**config.mk**
```make
export PLATFORM = sky130hd
export DESIGN_NAME = fetch_pc_unit
export DESIGN_NICKNAME = d
export VERILOG_FILES = /design/src/rtl/fetch_pc_unit.sv
export SDC_FILE = /design/constraint.sdc
export NUM_CORES = 1
export LEC_CHECK = 0
export ABC_AREA = 1
export CAP_MARGIN = 25
export CORE_AREA = 2 2 98 138
export DETAILED_ROUTE_END_ITERATION = 8
export DIE_AREA = 0 0 100 140
export PLACE_DENSITY_LB_ADDON = 0.15
export SLEW_MARGIN = 40
export SYNTH_ARGS = -nofsm -noshare
export SYNTH_HDL_FRONTEND = slang
export SYNTH_SLANG_ARGS = --single-unit
export TNS_END_PERCENT = 50
```
**constraint.sdc**
```tcl
create_clock -name clk -period 5.75 [get_ports clk]
set_input_delay 1.725 -clock clk [delete_from_list [all_inputs] [get_ports clk]]
set_output_delay 1.725 -clock clk [all_outputs]
set_load 0.01 [all_outputs]
```
**src/rtl/fetch_pc_unit.sv**
```systemverilog
// fetch_pc_unit: two-state instruction fetch / program counter stage.
// FETCH requests the word at pc from instruction memory. EXEC holds the
// latched instruction for decode and commits by loading next_pc.
// Optional feature macro: FETCH_PERF_CNT_EN adds the perf_retired and
// perf_redirect counters.
module fetch_pc_unit #(
  parameter logic [31:0] RESET_PC = 32'h0000_0000
) (
  input  logic        clk,
  input  logic        rst_n,
  output logic        imem_req,
  output logic [31:0] imem_addr,
  input  logic        imem_rvalid,
  input  logic [31:0] imem_rdata,
  output logic [31:0] instr,
  output logic        instr_valid,
  input  logic        stall,
  input  logic        branch,
  input  logic        alu_zero,
  input  logic        is_bne,
  input  logic        j_type,
  input  logic        jr,
  input  logic [31:0] rs_data,
  output logic [31:0] pc,
  output logic [31:0] pc_plus4,
  output logic        retire
`ifdef FETCH_PERF_CNT_EN
  ,
  output logic [31:0] perf_retired,
  output logic [31:0] perf_redirect
`endif
);

  typedef enum logic {
    S_FETCH = 1'b0,
    S_EXEC  = 1'b1
  } state_t;

  state_t      state_q, state_d;
  logic [31:0] pc_q, pc_d;
  logic [31:0] instr_q, instr_d;
  logic [31:0] pc_plus4_s;
  logic [31:0] br_target_s;
  logic [31:0] j_target_s;
  logic [31:0] jr_target_s;
  logic        taken_s;
  logic [31:0] next_pc_s;
  logic        retire_s;

  assign pc_plus4_s  = pc_q + 32'd4;
  assign br_target_s = pc_plus4_s + {{14{instr_q[15]}}, instr_q[15:0], 2'b00};
  assign j_target_s  = {pc_plus4_s[31:28], instr_q[25:0], 2'b00};
  assign jr_target_s = {rs_data[31:2], 2'b00};
  assign taken_s     = branch & (alu_zero ^ is_bne);

  // Next-PC selection: jr over jump over taken branch over sequential.
  always_comb begin
    next_pc_s = pc_plus4_s;
    if (jr) begin
      next_pc_s = jr_target_s;
    end else if (j_type) begin
      next_pc_s = j_target_s;
    end else if (taken_s) begin
      next_pc_s = br_target_s;
    end else begin
      next_pc_s = pc_plus4_s;
    end
  end

  // FSM next state, instruction latch and commit of the new pc.
  always_comb begin
    state_d  = state_q;
    pc_d     = pc_q;
    instr_d  = instr_q;
    retire_s = 1'b0;
    case (state_q)
      S_FETCH: begin
        if (imem_rvalid) begin
          instr_d = imem_rdata;
          state_d = S_EXEC;
        end else begin
          state_d = S_FETCH;
        end
      end
      S_EXEC: begin
        if (stall) begin
          state_d = S_EXEC;
        end else begin
          pc_d     = next_pc_s;
          retire_s = 1'b1;
          state_d  = S_FETCH;
        end
      end
      default: begin
        state_d = S_FETCH;
      end
    endcase
  end

  // State, pc and instruction registers; reset drops any in-flight work.
  always_ff @(posedge clk or negedge rst_n) begin
    if (!rst_n) begin
      state_q <= S_FETCH;
      pc_q    <= RESET_PC;
      instr_q <= 32'h0000_0000;
    end else begin
      state_q <= state_d;
      pc_q    <= pc_d;
      instr_q <= instr_d;
    end
  end

  assign imem_req    = (state_q == S_FETCH);
  assign instr_valid = (state_q == S_EXEC);
  assign imem_addr   = pc_q;
  assign pc          = pc_q;
  assign pc_plus4    = pc_plus4_s;
  assign instr       = instr_q;
  assign retire      = retire_s;

`ifdef FETCH_PERF_CNT_EN
  logic [31:0] perf_retired_q, perf_retired_d;
  logic [31:0] perf_redirect_q, perf_redirect_d;

  // Counter updates: every commit, and every commit that leaves the sequential path.
  always_comb begin
    perf_retired_d  = perf_retired_q;
    perf_redirect_d = perf_redirect_q;
    if (retire_s) begin
      perf_retired_d = perf_retired_q + 32'd1;
      if (next_pc_s != pc_plus4_s) begin
        perf_redirect_d = perf_redirect_q + 32'd1;
      end else begin
        perf_redirect_d = perf_redirect_q;
      end
    end else begin
      perf_retired_d = perf_retired_q;
    end
  end

  // Performance counter registers, cleared on reset.
  always_ff @(posedge clk or negedge rst_n) begin
    if (!rst_n) begin
      perf_retired_q  <= 32'h0000_0000;
      perf_redirect_q <= 32'h0000_0000;
    end else begin
      perf_retired_q  <= perf_retired_d;
      perf_redirect_q <= perf_redirect_d;
    end
  end

  assign perf_retired  = perf_retired_q;
  assign perf_redirect = perf_redirect_q;
`endif

endmodule
```
==> summary.txt <==
Floorplan
  • Chip height: 140 microns
  • DIE AREA: 14000 sq um
  • IO Count: 204
  • Die extent in x: 100 microns
  • Row cnt: 49
  • Starting density of the core: 50.9%
  • Core Area: 12800 sq um

Clock tree
  • Number of H-tree levels: 3
  • Reg clk slew, reported paths: 0.06 ns
  • Post-CTS Hold Buffers: 0
  • CTS tree: yes
  • Max Buffers Root-to-Sink: 2
  • Clock latency on the worst-skew pair: 0.34 ns
  • Clock root cell: clkbuf_16
  • Clock Sinks: 63
  • Post_cts resized: 0
  • Cts bufs inserted: 9
  • Post-CTS setup buffers: 0

GRT
  • Number of global-route vias before repair: 6802
  • GRT Overall Usage: 32.0%
  • Met3 usage in global routing: 4.94%
  • Largest net degree at the start of global routing: 42
  • Met2 Usage GRT: 56.1%
  • First-pass GRT wire length: 34.7 mm
  • Remaining Overflow, GRT: 0
  • Initial antenna violation count: 0
  • GR Layer Usage met1: 36.8%
  • GR peak layer: met2

Timing
  • Fin Setup TNS: 0 ns
  • Max_slew headroom: 60.5%
  • Unrepaired setup endpoints after global routing: no
  • Fmax: 0.217 GHz
  • Least-Margin Pin Slew: 0.593 ns
  • Fin Hold WS: 0.506 ns
  • Setup Viol. Count Final: 0
  • Final hold vios: 0
  • Final Slew Violations: 0
  • Clock skew: 0.0107 ns
  • Post-route minimum period: 4.60 ns
  • Period utilization: 80.1%

Yosys
  • Yosys reg bits: 63
  • Syn. warnings: 0
  • Syn Inst Count: 1032
  • Sequential element share of the synthesized area: 24.3%
  • Top cells by count, synth: nand2_1, inv_1, nor2_1
  • Netlist cell types: 41
  • Synth Cell Area: 6490 sq um
  • Top-count cell post-synth: nand2_1
  • Largest area contributor in the netlist: dfrtp_1
  • Syn_area_per_cell: 6.29 sq um
  • Top area cells in the synthesized netlist: dfrtp_1, nand2_1, inv_1
  • Share of the synthesized area in the top cell type: 24.3%
  • Async set-reset flop share out of synthesis: 100%
  • EDFF count, synth: 0
  • Synth Flop Type: dfrtp_1

Critical path
  • Crit start category: register
  • Worst EP arrival: 2.88 ns
  • Bufs and invs on worst path: 2
  • Critical Path End Type: output pin
  • CP delay by family, top: simple AND/OR/NAND/NOR gates
  • Crit path required time: 4.03 ns
  • CP max FO: 5
  • Most used cell, CP: nor2_2
  • Max incr delay on CP: 0.63 ns
  • Crit-path cells: ha_1 > nand3_2 > nor2_2 > nand2_1 > nor2_2 > inv_2 > nor2_2 > xor2_1 > clkdlybuf4s50_1
  • Critical path type: register to output pin
  • Slowest cell on crit path: clkdlybuf4s50_1

Detailed routing
  • Initial DRC Count: 363
  • Post-Route WL: 22.6 mm
  • Vias: 7195
  • Vias per cell: 5.31
  • Drt pass-1 iters: 5
  • ANT nets after route: 0
  • Routed len/inst: 16.7 microns
  • Post-route DRC violation count: 0

Finish
  • Reg area: 1580 sq um
  • Fill cells: 1176
  • Area of the multi-input gates: 4040 sq um
  • Final nets: 1307
  • Post-Layout Cell Count: 1355
  • P&R area growth vs syn: 33.4%
  • Share of layout cells above drive strength 1: 7.57%
  • Final Cell Area: 8650 sq um
  • Antenna diode count: 0

Power and ir drop
  • Leak Pwr: 4.35 nW
  • Power Density: 412 nW/um^2
  • Worst VDD drop: 0.259 mV
  • Design Power: 3.56 mW

Placement
  • Cells after DPL: 1339
  • Placer Congestion: 0.984
  • # port buffers: 195
  • DP HPWL: 18.0 mm
  • Placed inst area: 8370 sq um

Outcome
  • Status: complete, no violations

Worst hold path
  • Hold WC Path Type: register to register

Flow run
  • Max Cap Viol: 0
-- routing by layer --
metal	vias to the layer above	routed length, microns
met4	0	1270
met5	-	0
met2	295	11300
met3	69	1350
li1	3533	-
met1	3298	8720
-- layout by cell type, fill, tap and decap left out, types with 25 or more instances in the layout --
master / count
nand2_1: 339
clkdlybuf4s50_1: 193
inv_1: 143
nor2_1: 111
dfrtp_1: 63
nand3_1: 62
a21oi_1: 59
ha_1: 36
mux2_2: 29
o21ai_0: 25
-- cells by family after synthesis --
kind of cell,synth area share (%)
AO/OA/AOI/OAI,9.64
XOR/XNOR,3.22
adder cells (fa/ha/maj),7.25
buffers and inverters,13.8
flip-flops,24.3
multiplexers,5.03
other,0.0578
AND/OR/NAND/NOR,36.7
-- worst paths after layout --
path | from | to | slack, ns | cells past startpoint
max in group asynchronous | rst_n | imem_addr[24]$_DFFE_PN0P_ | 3.60 | 2
max | imem_addr[3]$_DFFE_PN0P_ | pc_plus4[18] | 1.15 | 9
min in group asynchronous | rst_n | instr[14]$_DFFE_PN0P_ | 1.39 | 1
min reg2reg | instr_valid$_DFF_PN0_ | instr_valid$_DFF_PN0_ | 0.51 | 2
min | instr_valid$_DFF_PN0_ | instr_valid$_DFF_PN0_ | 0.51 | 2
max reg2reg | imem_addr[3]$_DFFE_PN0P_ | imem_addr[22]$_DFFE_PN0P_ | 2.08 | 17
-- sequential cells by signal, indices dropped and copies added, names as in the netlist --
register	cells
imem_addr	30
instr_valid	1
instr	32
-- per-stage QoR --
stage	setup slack [ns]	utilization, %
after floorplan	1.83	-
final	1.15	67.8
after CTS	1.15	67.8
after detailed placement	1.16	65.7
after global placement	1.17	65.7
after global routing	1.04	67.8
-- power by group --
part	switching [mW]	internal [mW]	leakage, nW	total (mW)
Clock	0.221	0.303	0.132	0.524
Combinational	1.28	1.00	3.47	2.29
Sequential	0.197	0.557	0.747	0.754
Total	1.70	1.86	4.35	3.56
-- final cells by class --
| class | count | area share [%] |
|---|---|---|
| tap | 153 | 2.21 |
| clock buffer | 11 | 2.81 |
| sequential | 63 | 18.2 |
| clock inverter | 5 | 0.390 |
| multi-input combinational | 772 | 46.7 |
| inverter | 145 | 6.29 |
| timing repair buffer | 206 | 23.4 |
-- worst min-delay path: cells and delay by family, from the launching register on --
kind / cells / cell delay (ns)
AND/OR/NAND/NOR: 2 / 0.12
flip-flops: 1 / 0.36
(Power assumes the default switching activity.)
